===== config.mk =====
export PLATFORM = sky130hd
export DESIGN_NAME = display_timing
export DESIGN_NICKNAME = d
export VERILOG_FILES = /design/src/rtl/display_pkg.sv /design/src/rtl/display_timing.sv
export SDC_FILE = /design/constraint.sdc
export NUM_CORES = 1
export LEC_CHECK = 0
export BUFFER_PORTS_ARGS = -buffer_cell sky130_fd_sc_hd__buf_4
export CAP_MARGIN = 0
export CORE_MARGIN = 1
export CORE_UTILIZATION = 55
export CTS_CLUSTER_DIAMETER = 100
export DETAILED_ROUTE_END_ITERATION = 8
export PLACE_DENSITY = 0.78
export SETUP_SLACK_MARGIN = 0.05
export SYNTH_ARGS = -nofsm -noshare
export SYNTH_HDL_FRONTEND = slang
export SYNTH_SLANG_ARGS = --single-unit

===== constraint.sdc =====
create_clock -name clk_pix -period 2.35 [get_ports clk_pix]
set_input_delay 0.47 -clock clk_pix [delete_from_list [all_inputs] [get_ports clk_pix]]
set_output_delay 0.47 -clock clk_pix [all_outputs]
set_load 0.005 [all_outputs]

===== src/rtl/display_pkg.sv =====
// Shared display definitions: 640x480@60 mode timing, coordinate width and
// helpers for the total line/frame lengths.
package display_pkg;

  localparam int unsigned DISP_CORDW = 10;
  localparam int unsigned DISP_FCW   = 16;

  // 640x480@60 horizontal timing (pixels)
  localparam int unsigned VGA_H_RES  = 640;
  localparam int unsigned VGA_H_FP   = 16;
  localparam int unsigned VGA_H_SYNC = 96;
  localparam int unsigned VGA_H_BP   = 48;

  // 640x480@60 vertical timing (lines)
  localparam int unsigned VGA_V_RES  = 480;
  localparam int unsigned VGA_V_FP   = 10;
  localparam int unsigned VGA_V_SYNC = 2;
  localparam int unsigned VGA_V_BP   = 33;

  // Sync polarities: 0 = active-low
  localparam bit VGA_H_POL = 1'b0;
  localparam bit VGA_V_POL = 1'b0;

  function automatic int unsigned h_total(input int unsigned res, input int unsigned fp,
                                          input int unsigned sync, input int unsigned bp);
    return res + fp + sync + bp;
  endfunction

  function automatic int unsigned v_total(input int unsigned res, input int unsigned fp,
                                          input int unsigned sync, input int unsigned bp);
    return res + fp + sync + bp;
  endfunction

endpackage


===== src/rtl/display_timing.sv =====
// Display timing generator for the pixel-clock domain. Free-running next-position
// counters (hx, vy) feed a single register stage, so every output in a cycle
// describes the same pixel (sx, sy).
module display_timing
  import display_pkg::*;
#(
  parameter int unsigned CORDW  = DISP_CORDW,
  parameter int unsigned H_RES  = VGA_H_RES,
  parameter int unsigned H_FP   = VGA_H_FP,
  parameter int unsigned H_SYNC = VGA_H_SYNC,
  parameter int unsigned H_BP   = VGA_H_BP,
  parameter int unsigned V_RES  = VGA_V_RES,
  parameter int unsigned V_FP   = VGA_V_FP,
  parameter int unsigned V_SYNC = VGA_V_SYNC,
  parameter int unsigned V_BP   = VGA_V_BP,
  parameter bit          H_POL  = VGA_H_POL,
  parameter bit          V_POL  = VGA_V_POL,
  parameter int unsigned FCW    = DISP_FCW
) (
  input  logic             clk_pix,
  input  logic             rst_n,
  output logic [CORDW-1:0] sx,
  output logic [CORDW-1:0] sy,
  output logic             hsync,
  output logic             vsync,
  output logic             de,
  output logic             line,
  output logic             frame,
  output logic             vblank,
  output logic [FCW-1:0]   frame_cnt
);

  localparam int unsigned H_TOTAL = h_total(H_RES, H_FP, H_SYNC, H_BP);
  localparam int unsigned V_TOTAL = v_total(V_RES, V_FP, V_SYNC, V_BP);
  localparam int unsigned EW      = CORDW + 1;

  // Compare thresholds are one bit wider than the counters so a sync/blank
  // boundary equal to 2**CORDW does not wrap to zero.
  localparam logic [CORDW:0] H_LAST = EW'(H_TOTAL - 1);
  localparam logic [CORDW:0] V_LAST = EW'(V_TOTAL - 1);
  localparam logic [CORDW:0] H_ACT  = EW'(H_RES);
  localparam logic [CORDW:0] V_ACT  = EW'(V_RES);
  localparam logic [CORDW:0] HS_BEG = EW'(H_RES + H_FP);
  localparam logic [CORDW:0] HS_END = EW'(H_RES + H_FP + H_SYNC);
  localparam logic [CORDW:0] VS_BEG = EW'(V_RES + V_FP);
  localparam logic [CORDW:0] VS_END = EW'(V_RES + V_FP + V_SYNC);

  if ((64'd1 << CORDW) < 64'(H_TOTAL) || (64'd1 << CORDW) < 64'(V_TOTAL)) begin : g_cordw_check
    $error("display_timing: CORDW too narrow for H_TOTAL/V_TOTAL");
  end

  logic [CORDW-1:0] hx, vy;
  logic [CORDW-1:0] hx_d, vy_d;
  logic [CORDW:0]   hx_e, vy_e;
  logic             first_done, first_done_d;
  logic             hsync_d, vsync_d, de_d, line_d, frame_d, vblank_d;
  logic [FCW-1:0]   frame_cnt_d;

  assign hx_e = {1'b0, hx};
  assign vy_e = {1'b0, vy};

  // Next position and the output values describing the pixel at (hx, vy).
  always_comb begin
    hx_d = hx + 1'b1;
    vy_d = vy;
    if (hx_e == H_LAST) begin
      hx_d = '0;
      vy_d = (vy_e == V_LAST) ? '0 : vy + 1'b1;
    end

    hsync_d  = ((hx_e >= HS_BEG) && (hx_e < HS_END)) ? H_POL : ~H_POL;
    vsync_d  = ((vy_e >= VS_BEG) && (vy_e < VS_END)) ? V_POL : ~V_POL;
    de_d     = (hx_e < H_ACT) && (vy_e < V_ACT);
    line_d   = (hx == '0);
    frame_d  = line_d && (vy == '0);
    vblank_d = line_d && (vy_e == V_ACT);

    // The first frame start after reset is frame 0, so it does not count.
    first_done_d = first_done | frame_d;
    frame_cnt_d  = frame_cnt;
    if (frame_d && first_done) begin
      frame_cnt_d = frame_cnt + 1'b1;
    end
  end

  // Advance the counters and register every output from the same position.
  always_ff @(posedge clk_pix or negedge rst_n) begin
    if (!rst_n) begin
      hx         <= '0;
      vy         <= '0;
      first_done <= 1'b0;
      sx         <= '0;
      sy         <= '0;
      hsync      <= ~H_POL;
      vsync      <= ~V_POL;
      de         <= 1'b0;
      line       <= 1'b0;
      frame      <= 1'b0;
      vblank     <= 1'b0;
      frame_cnt  <= '0;
    end else begin
      hx         <= hx_d;
      vy         <= vy_d;
      first_done <= first_done_d;
      sx         <= hx;
      sy         <= vy;
      hsync      <= hsync_d;
      vsync      <= vsync_d;
      de         <= de_d;
      line       <= line_d;
      frame      <= frame_d;
      vblank     <= vblank_d;
      frame_cnt  <= frame_cnt_d;
    end
  end

endmodule


After elaboration in Yosys (flattened, before gate mapping)
Cells that the tools add are included.

Register bits: 63. Input bits: 2. Output and inout port bits: 42. Word-level logic and storage cells: 37.

Add/subtract/negate cells: 3. $lt $le $gt $ge: 6. Eq/ne operators: 3. Mux-type cells: 4. Bitwise logic cells: 1. Reduce and logical (&&, ||, !) cells: 8.

Operators by type and width (number): 10-bit by 1-bit adder with 10-bit output, second input constant (2); 10-bit equality test, second input constant (2); 10-bit zero test (2); 10-bit < comparator, second input constant (2); 10-bit by 9-bit < comparator with 1-bit output, second input constant (2); 10-bit 2-to-1 mux (2); 16-bit by 1-bit adder with 16-bit output, second input constant (1); 10-bit by 9-bit equality test with 1-bit output, second input constant (1); 10-bit >= comparator, second input constant (1); 10-bit by 9-bit >= comparator with 1-bit output, second input constant (1); 1-bit logical AND (6); 1-bit 2-to-1 mux (2); 1-bit OR (1).

Depth between registers and ports, before layout
Gate-level depths: netlist of the first run.

Depth after elaboration: 3. Gate-level depth with buffers: 7. Mapped depth without buffers: 6.

Least setup slack after synthesis of the first run
No wires, ideal clock.

Path kind: register to register. Start: register vy[0]. End: register frame_cnt[14]. Setup time: 79 ps. Arrival: 1735 ps. Required time: 2271 ps. Slack: 535 ps. Cell stages (with the launch flop): 8. Path buffers: 1. Period minus slack after synthesis: 1815 ps. Cells stage by stage: dfrtp_1 > inv_1 > ha_1 > nor4b_1 > nand4_2 > buf_4 > nor4_4 > xor2_1.

Cells in the longest elaborated chain, start to end: 3.

RTL lines: start: declaration (RTL line display_timing.sv:52) `logic [CORDW-1:0] hx, vy;`; start signal: assignment (RTL line display_timing.sv:103) `vy <= vy_d;`; 10-bit zero test (RTL line display_timing.sv:75) `frame_d = line_d && (vy == '0);`; 1-bit logical AND (RTL line display_timing.sv:75); 1-bit logical AND (RTL line display_timing.sv:81) `if (frame_d && first_done) begin`; end signal: assignment (RTL line display_timing.sv:113) `frame_cnt <= frame_cnt_d;`; end: declaration (RTL line display_timing.sv:30) `output logic [FCW-1:0] frame_cnt`.

No other way between the ends. A chain may end at the register's enable or synchronous reset.

Final worst setup path of the first run
Start: register hx[0]. End: register frame_cnt[14].

Cells in the longest elaborated chain, start to end: 3.

RTL lines: start: declaration (RTL line display_timing.sv:52); start signal: assignment (RTL line display_timing.sv:89) `hx <= '0;`; start signal: assignment (RTL line display_timing.sv:102) `hx <= hx_d;`; 10-bit zero test (RTL line display_timing.sv:74) `line_d = (hx == '0);`; 1-bit logical AND (RTL line display_timing.sv:75); 1-bit logical AND (RTL line display_timing.sv:81).

No other way between the ends.

==> metrics, run 1 <==
placed cell area 0.00304 mm²; Overflow after GRT 0; die height 71.7 µm; HP Class input pin to asynchronous set/reset pin; MaxCap Viol Count 0; Fin Hold WS 0.207 ns; CTS H-tree depth 3; drt wl/cell 14.9 µm; # diodes 0; RSZ-0062 raised after global routing false; critical path endpoint category flop; Synth Net Count 234; CTS max path bufs 2; post-route ant nets 0; GRT Overall Usage 0.226; die width 71.7 µm; final WL 4.99 mm; CTS clk-pin slew, worst paths 0.07 ns; crit path DAT 2.32 ns; Layout Nets 286; YS warnings 0; Worst Tran Pin Value 0.751 ns; vias 1869; R2R cell count 7; Initial Utilization 0.593; final setup fails 0; CTS Buf Count 9; Setup Skew 0.00573 ns; pin count of the biggest net entering global routing 64; final core occ 0.718; clk sinks 63; Final Max Slew Viols 0; FF+latch count, synth 63; Pleak 1.60 nW; final hold vios 0; Layout fillers 321; CP Data Required Time 2.61 ns; total negative slack 0 ns; fin crit period 2.06 ns; Buffers on Ports 43; average cell area after synthesis 11.8 µm²; Detail Placement HPWL 3.39 mm; Setup Crit Path Kind flop to flop; vias per cell 5.58; CP Max Fanout 9; DRC 0; IO Pins 44; Final period util 0.876; initial antenna violation count 0; status complete, no violations; pre-CTS setup slack 0.223 ns; Post-Syn Area 0.00267 mm²; die area 0.00514 mm²; Clk Tree Root Cell clkbuf_8; share of layout cells above drive strength 1 0.269; PwrDens 605 mW/mm²; sequential area share after synthesis 0.592; Synth Instances 226; final worst slack 0.292 ns; DR iter-0 viols 198; post-synth cell types 36; slew margin rel. 0.499; TritonRoute pass-1 iters 4; vias in the first global route 1781; GP Congestion 0.843; Worst setup SP type flop; global-route wire length before repair 8.65 mm; Max Freq 486 MHz; Max IR drop VDD 415 µV; clock latency on the worst-skew pair 0.34 ns; Rows 24; P&R area growth vs syn 21.2%; Core Box Area 0.00450 mm²; final instance area 0.00323 mm²; CTS tree done
==> per-stage QoR <==
stage	power, W	std cells
final	0.00196	335
after global routing	0.00203	335
after CTS	0.00198	335
after detailed placement	0.00113	319
after global placement	0.00113	319
after floorplan	0.00110	226
==> flip-flops by register name, summed over array words and instances (netlist names) <==
name,count
de,1
first_done,1
frame,1
frame_cnt,16
hsync,1
hx,10
line,1
sx,10
sy,10
vblank,1
vsync,1
vy,10
==> Yosys cell counts <==
cell	n	area, µm²
nor2b_1	1	6.26
mux2_2	2	22.5
nand2b_1	2	12.5
nand4_2	1	12.5
or4_1	2	15.0
o21bai_1	1	7.51
and4_1	4	35.0
buf_4	2	15.0
nand2_1	16	60.1
dfrtp_1	61	1530
nor4b_2	1	15.0
and2_1	3	18.8
buf_6	3	33.8
nor4b_1	1	8.76
o22ai_1	1	6.26
nor4_4	2	42.5
ha_1	6	75.1
o21ai_0	6	30.0
xor2_1	19	166
clkbuf_1	3	11.3
xnor2_1	7	61.3
inv_1	8	30.0
mux2i_1	1	10.0
nor4_1	9	56.3
nand3_1	15	75.1
dfstp_2	2	52.6
nor3_2	1	10.0
and4b_1	2	20.0
and3_1	7	43.8
nor3_1	13	65.1
buf_2	1	5.00
nor2_1	10	37.5
o211ai_1	1	7.51
a21oi_1	2	10.0
o21a_1	1	7.51
nand4_1	9	56.3
==> metal layers <==
metal,track usage,vias up,share of wire
li1,-,900,-
met1,0.327,900,0.47
met2,0.317,61,0.47
met3,0.0478,8,0.043
met4,0.133,0,0.018
met5,0,-,0
==> where the power goes <==
part           internal (W)  leakage (nW)  switching, W  total (W)
sequential          0.00108         0.839             0    0.00108
combinational    0.00000104         0.673     0.0000193  0.0000203
clock              0.000436        0.0873      0.000415   0.000851
total               0.00152          1.60      0.000434    0.00196
==> critical path, cell delays in order, from the launching register on <==
cell and delay (ns):
dfrtp_1 0.43, inv_1 0.09, ha_1 0.18, nor4b_2 0.32, nand4_2 0.27, buf_4 0.26
nor4_4 0.26, xor2_1 0.16
==> logic make-up (layout without fill, tap and decap cells) <==
logic type                 after synthesis  in the layout  synth area share
buffers and inverters                   17             74            0.0356
DFF                                     63             63             0.592
xor gates and xnor gates                26             26            0.0853
adders and majority gates                6              6            0.0281
AOI/OAI and AO/OA                       12             12            0.0258
and+or+nand+nor                         99             99             0.221
muxes                                    3              3            0.0122
==> layout make-up <==
cell class                 instances  area [µm²]  area share
timing repair buffer              50         375       0.116
clock buffer                      11         151      0.0468
sequential                        63        1580       0.488
tap                               52        65.1      0.0201
multi-input combinational        146        1000       0.309
inverter                           8        30.0     0.00928
clock inverter                     5        32.5      0.0101
==> repair_timing <==
item / in CTS / in global routing
resized for setup: 0 / 1
buffers inserted: 0 / 0
hold buffers: 0 / 0
endpoints found under the setup margin: 0 / 7
==> worst paths after layout <==
path / start / endpoint / slack, ns
max: hx[0]$_DFF_PN0_ / frame_cnt[14]$_DFFE_PN0P_ / 0.29
min: rst_n / hx[7]$_DFF_PN0_ / 0.21
min reg2reg: hx[1]$_DFF_PN0_ / sx[1]$_DFF_PN0_ / 0.45
min in group clk_pix: hx[1]$_DFF_PN0_ / sx[1]$_DFF_PN0_ / 0.45
max reg2reg: hx[0]$_DFF_PN0_ / frame_cnt[14]$_DFFE_PN0P_ / 0.29
max in group asynchronous: rst_n / frame_cnt[2]$_DFFE_PN0P_ / 1.66
==> cells in the final DEF, fill, tap and decap left out, types with 3 or more instances in the layout <==
cell type	count
and2_1	3
and3_1	7
and4_1	4
buf_4	50
clkbuf_8	11
clkinvlp_4	3
dfrtp_1	61
ha_1	6
inv_1	8
nand2_1	16
nand3_1	15
nand4_1	9
nor2_1	10
nor3_1	13
nor4_1	9
o21ai_0	6
xnor2_1	7
xor2_1	19
Power figures use the tool's default switching activity.
==> run 2, diff against run 1 <==
--- a/config.mk
+++ b/config.mk
@@ -5,13 +5,13 @@
 export SDC_FILE = /design/constraint.sdc
 export NUM_CORES = 1
 export LEC_CHECK = 0
-export BUFFER_PORTS_ARGS = -buffer_cell sky130_fd_sc_hd__buf_4
 export CAP_MARGIN = 0
 export CORE_MARGIN = 1
 export CORE_UTILIZATION = 55
 export CTS_CLUSTER_DIAMETER = 100
 export DETAILED_ROUTE_END_ITERATION = 8
-export PLACE_DENSITY = 0.78
+export DONT_BUFFER_PORTS = 1
+export PLACE_DENSITY = 0.7
 export SETUP_SLACK_MARGIN = 0.05
 export SYNTH_ARGS = -nofsm -noshare
 export SYNTH_HDL_FRONTEND = slang
==> metrics, run 2 (synthesis gave the netlist of run 1 again) <==
final WL 4.86 mm (was 4.99 mm); Pleak 1.38 nW (was 1.60 nW); slew margin rel. 0.738 (was 0.499); M1 WL 2.15 mm (was 2.35 mm); critical path endpoint category flop (unchanged); Max Freq 483 MHz (was 486 MHz); Buffers on Ports 0 (was 43); post-route ant nets 0 (unchanged); Max IR drop VDD 342 µV (was 415 µV); final hold vios 0 (unchanged); Overflow after GRT 0 (unchanged); clock latency on the worst-skew pair 0.33 ns (was 0.34 ns); GP Congestion 0.867 (was 0.843); die height 71.7 µm (unchanged); final core occ 0.647 (was 0.718); slowest stage delay, CP 0.44 ns (was 0.43 ns); Clk Tree Root Cell clkbuf_8 (unchanged); global-route wire length before repair 8.30 mm (was 8.65 mm); Reg-to-Reg Start vy[0]$_DFFE_PN0N_ (was hx[0]$_DFF_PN0_); Setup crit start vy[0]$_DFFE_PN0N_ (was hx[0]$_DFF_PN0_); post-CTS repair timing setup buffer count 0 (unchanged); # diodes 0 (unchanged); register name with the most flops frame_cnt (unchanged); R2R Setup Slk 0.28 ns (was 0.29 ns); Setup Skew 0.00557 ns (was 0.00573 ns); share of layout cells above drive strength 1 0.118 (was 0.269); CTS max path bufs 2 (unchanged); status complete, no violations (unchanged); Worst Tran Pin Value 0.387 ns (was 0.751 ns); R2R cell count 7 (unchanged); CTS Buf Count 9 (unchanged); final instance area 0.00292 mm² (was 0.00323 mm²); PwrDens 687 mW/mm² (was 605 mW/mm²); Layout Nets 240 (was 286); Rows 24 (unchanged); drt wl/cell 16.8 µm (was 14.9 µm); CTS clk-pin slew, worst paths 0.07 ns (about the same); pin count of the biggest net entering global routing 64 (unchanged); GRT Overall Usage 0.212 (was 0.226); DRC 0 (unchanged); Final Max Slew Viols 0 (unchanged); initial antenna violation count 0 (unchanged); final setup fails 0 (unchanged); crit path DAT 2.32 ns (about the same); total negative slack 0 ns (unchanged); TritonRoute pass-1 iters 4 (unchanged); Final period util 0.880 (was 0.876); CP cell instances inv_1 > ha_1 > nor4b_1 > nand4_2 > buf_4 > nor4_1 > xor2_1 (was inv_1 > ha_1 > nor4b_2 > nand4_2 > buf_4 > nor4_4 > xor2_1); Initial Utilization 0.593 (unchanged); Setup Crit Path Kind flop to flop (unchanged); crit path to frame_cnt[8]$_DFFE_PN0P_ (was frame_cnt[14]$_DFFE_PN0P_); die width 71.7 µm (unchanged); CTS tree done (unchanged); RSZ-0062 raised after global routing false (unchanged); placed cell area 0.00269 mm² (was 0.00304 mm²); HP Class input pin to asynchronous set/reset pin (unchanged); CP Max Fanout 15 (was 9); Worst setup SP type flop (unchanged); vias 1744 (was 1869); most frequent cells in the layout 61 x dfrtp_1, 19 x xor2_1, 16 x nand2_1 (was 61 x dfrtp_1, 50 x buf_4, 19 x xor2_1); Crit path max-delay family simple AND/OR/NAND/NOR gates (unchanged); MaxCap Viol Count 0 (unchanged); pre-CTS setup slack 0.234 ns (was 0.223 ns); most common cell after layout, fill and taps aside dfrtp_1 (unchanged); die area 0.00514 mm² (unchanged); P&R area growth vs syn 9.24% (was 21.2%); metal3 WL 261 µm (was 216 µm); CP Data Required Time 2.60 ns (was 2.61 ns); top layer in use met4 (unchanged); fin crit period 2.07 ns (was 2.06 ns); vias in the first global route 1750 (was 1781); met2 wire length 2.36 mm (was 2.33 mm); final worst slack 0.281 ns (was 0.292 ns); number of buffers and inverters on the critical path 2 (unchanged); Core Box Area 0.00450 mm² (unchanged); IO Pins 44 (unchanged); max FFs per register 16 (unchanged); critical path depth 7 (unchanged); clk sinks 63 (unchanged); slowest stage cell, crit path dfrtp_1 (unchanged); vias per cell 6.03 (was 5.58); CTS H-tree depth 3 (unchanged); Worst R2R End frame_cnt[8]$_DFFE_PN0P_ (was frame_cnt[14]$_DFFE_PN0P_); Detail Placement HPWL 3.28 mm (was 3.39 mm); DR iter-0 viols 146 (was 198)
-- run 2: changes by cell type in the layout (fill, tap and decap cells not counted), sizes merged --
cell	previous run	this run
bufinv	0	1
clkinv	2	3
clkbuf	11	12
clkinvlp	3	0
buf	50	4
-- run 2: metal layers --
layer  GRT usage  vias up
met2       0.342       60
met4      0.0980        0
met1       0.267      873
li1            -      803
met3      0.0591        8
met5           0        -
-- run 2: what timing repair did --
action                                  4_1_cts  5_1_grt
hold endpoints to repair                     63        0
endpoints found under the setup margin        0        1
hold buffers                                  1        0
gates resized for setup                       0        1
-- run 2: worst min path at each step --
stage	start	end
floorplan	rst_n	de$_DFF_PN0_
global placement	rst_n	sx[7]$_DFF_PN0_
detailed placement	rst_n	sx[5]$_DFF_PN0_
CTS	rst_n	sx[8]$_DFF_PN0_
global route	rst_n	sx[9]$_DFF_PN0_
finish	rst_n	sx[9]$_DFF_PN0_
-- run 2: worst register-to-register path, cell delays in order, from the launching register on --
cell     delay [ns]
dfrtp_1        0.44
inv_1          0.12
ha_1           0.19
nor4b_1        0.35
nand4_2        0.13
buf_4          0.22
nor4_1         0.36
xor2_1         0.18
-- run 2: cell type report --
cell class                      count  area (µm²)
Timing Repair Buffer                4        50.0
Sequential cell                    63        1580
Tap cell                           52        65.1
Clock buffer                       12         145
Clock inverter                      4        45.0
Fill cell                         358        1590
Multi-Input combinational cell    146        1000
Inverter                            8        30.0
-- run 2: metrics by stage --
stage / total power (W) / instances / hold WS, ns
global placement: 0.00110 / 272 / 0.176
finish: 0.00200 / 289 / 0.00343
global route: 0.00206 / 289 / 0.0132
CTS: 0.00202 / 289 / 0.00974
detailed placement: 0.00110 / 272 / 0.176
floorplan: 0.00110 / 226 / 0.174
-- run 2: power by group --
part           switching [W]  total (W)  internal (W)
clock               0.000380   0.000894      0.000514
combinational      0.0000191  0.0000241    0.00000492
sequential                 0    0.00108       0.00108
total               0.000399    0.00200       0.00160
==> run 3, diff against run 2 <==
==> constraint.sdc (replaced) <==
create_clock -name clk_pix -period 2.47 [get_ports clk_pix]
set_input_delay 0.494 -clock clk_pix [delete_from_list [all_inputs] [get_ports clk_pix]]
set_output_delay 0.494 -clock clk_pix [all_outputs]
set_load 0.005 [all_outputs]
==> metrics, run 3 (synthesis gave the netlist of run 1 again) <==
status complete, no violations (unchanged); CP Max Fanout 15 (unchanged); Initial Utilization 0.593 (unchanged); crit path to frame_cnt[10]$_DFFE_PN0P_ (was frame_cnt[8]$_DFFE_PN0P_); initial antenna violation count 0 (unchanged); final instance area 0.00291 mm² (was 0.00292 mm²); clock latency on the worst-skew pair 0.33 ns (about the same); Core Box Area 0.00450 mm² (unchanged); Setup Skew 0.00689 ns (was 0.00557 ns); vias 1747 (was 1744); CTS clk-pin slew, worst paths 0.06 ns (was 0.07 ns); CTS max path bufs 2 (unchanged); IO Pins 44 (unchanged); most frequent cells in the layout 61 x dfrtp_1, 19 x xor2_1, 16 x nand2_1 (unchanged); number of gates resized after cts 0 (unchanged); GRT Overall Usage 0.208 (was 0.212); crit path DAT 2.39 ns (was 2.32 ns); max FFs per register 16 (unchanged); Detail Placement HPWL 3.19 mm (was 3.28 mm); final WL 4.88 mm (was 4.86 mm); gr busiest metal met2 (unchanged); post-route ant nets 0 (unchanged); Setup crit start vy[0]$_DFFE_PN0N_ (unchanged); CTS tree done (unchanged); final core occ 0.646 (was 0.647); Setup Crit Path Kind flop to flop (unchanged); CTS H-tree depth 3 (unchanged); HP Class input pin to asynchronous set/reset pin (unchanged); fin crit period 2.14 ns (was 2.07 ns); Max IR drop VDD 315 µV (was 342 µV); global-route wire length before repair 7.95 mm (was 8.30 mm); RSZ-0062 raised after global routing false (unchanged); DR iter-0 viols 133 (was 146); vias per cell 6.04 (was 6.03); placed cell area 0.00269 mm² (unchanged); hold buffers post-CTS 1 (unchanged); GP Congestion 0.858 (was 0.867); final setup fails 0 (unchanged); die width 71.7 µm (unchanged); register name with the most flops frame_cnt (unchanged); Clk Tree Root Cell clkbuf_8 (unchanged); Reg-to-Reg Start vy[0]$_DFFE_PN0N_ (unchanged); Layout Nets 240 (unchanged); Max Freq 467 MHz (was 483 MHz); Final Max Slew Viols 0 (unchanged); total negative slack 0 ns (unchanged); Overflow after GRT 0 (unchanged); clk sinks 63 (unchanged); drt wl/cell 16.9 µm (was 16.8 µm); R2R cell count 7 (unchanged); # diodes 0 (unchanged); CP Data Required Time 2.72 ns (was 2.60 ns); met3 Use GR 0.0549 (was 0.0591); critical path endpoint category flop (unchanged); Buffers on Ports 0 (unchanged); most common cell after layout, fill and taps aside dfrtp_1 (unchanged); pin count of the biggest net entering global routing 64 (unchanged); P&R area growth vs syn 9.00% (was 9.24%); Rows 24 (unchanged); CTS Buf Count 9 (unchanged); Worst setup SP type flop (unchanged); vias in the first global route 1720 (was 1750); R2R Setup Slk 0.33 ns (was 0.28 ns); final hold vios 0 (unchanged); share of layout cells above drive strength 1 0.114 (was 0.118); Final period util 0.868 (was 0.880); GR Util met1 0.246 (was 0.267); post-CTS repair timing setup buffer count 0 (unchanged); DRC 0 (unchanged); TritonRoute pass-1 iters 4 (unchanged); GR Util met2 0.344 (was 0.342); Pleak 1.38 nW (about the same); die height 71.7 µm (unchanged); slew margin rel. 0.696 (was 0.738); MaxCap Viol Count 0 (unchanged); die area 0.00514 mm² (unchanged); Worst R2R End frame_cnt[10]$_DFFE_PN0P_ (was frame_cnt[8]$_DFFE_PN0P_); Worst Tran Pin Value 0.452 ns (was 0.387 ns); PwrDens 653 mW/mm² (was 687 mW/mm²)
## run 3: cell count changes in the layout (fill, tap and decap cells not counted)
cell    delta
nor4_2     -1
nor4_1     +1
## run 3: how the worst min path moves through the flow
| stage | slack (ns) | depth (start not counted) | start | end |
|---|---|---|---|---|
| floorplan | 0.20 | 0 | rst_n | de$_DFF_PN0_ |
| global placement | 0.20 | 0 | rst_n | sx[7]$_DFF_PN0_ |
| detailed placement | 0.20 | 0 | rst_n | sx[7]$_DFF_PN0_ |
| CTS | 0.03 | 1 | rst_n | frame_cnt[9]$_DFFE_PN0P_ |
| global route | 0.03 | 1 | rst_n | frame_cnt[15]$_DFFE_PN0P_ |
| finish | 0.03 | 1 | rst_n | frame_cnt[4]$_DFFE_PN0P_ |
## run 3: cell type report
type	instances	area (µm²)
fill	366	1600
sequential	63	1580
multi-input combinational	146	995
clock buffer	12	145
tap	52	65.1
timing repair buffer	4	50.0
clock inverter	4	45.0
inverter	8	30.0
## run 3: stage by stage
| step | worst slack [ns] | hold slack [ns] | cells | total power [W] |
|---|---|---|---|---|
| floorplan | 0.655 | 0.198 | 226 | 0.00105 |
| global placement | 0.564 | 0.200 | 272 | 0.00105 |
| detailed placement | 0.399 | 0.200 | 272 | 0.00105 |
| CTS | 0.333 | 0.0334 | 289 | 0.00192 |
| global route | 0.216 | 0.0283 | 289 | 0.00197 |
| finish | 0.326 | 0.0285 | 289 | 0.00190 |
## run 3: routing by layer
metal,share of wire,wire (µm)
met5,0,0
met4,0.027,134
met3,0.044,217
met2,0.48,2360
met1,0.44,2170
## run 3: worst max-delay path, cell delays in order (launching register included)
cell and delay (ns):
dfrtp_1 0.44, inv_1 0.12, ha_1 0.20, nor4b_1 0.34, nand4_2 0.14, buf_4 0.22
nor4_1 0.40, xor2_1 0.20
## run 3: power breakdown
group	total (W)	switching, W	internal (W)
clock	0.000845	0.000356	0.000489
combinational	0.0000227	0.0000181	0.00000468
sequential	0.00103	0	0.00103
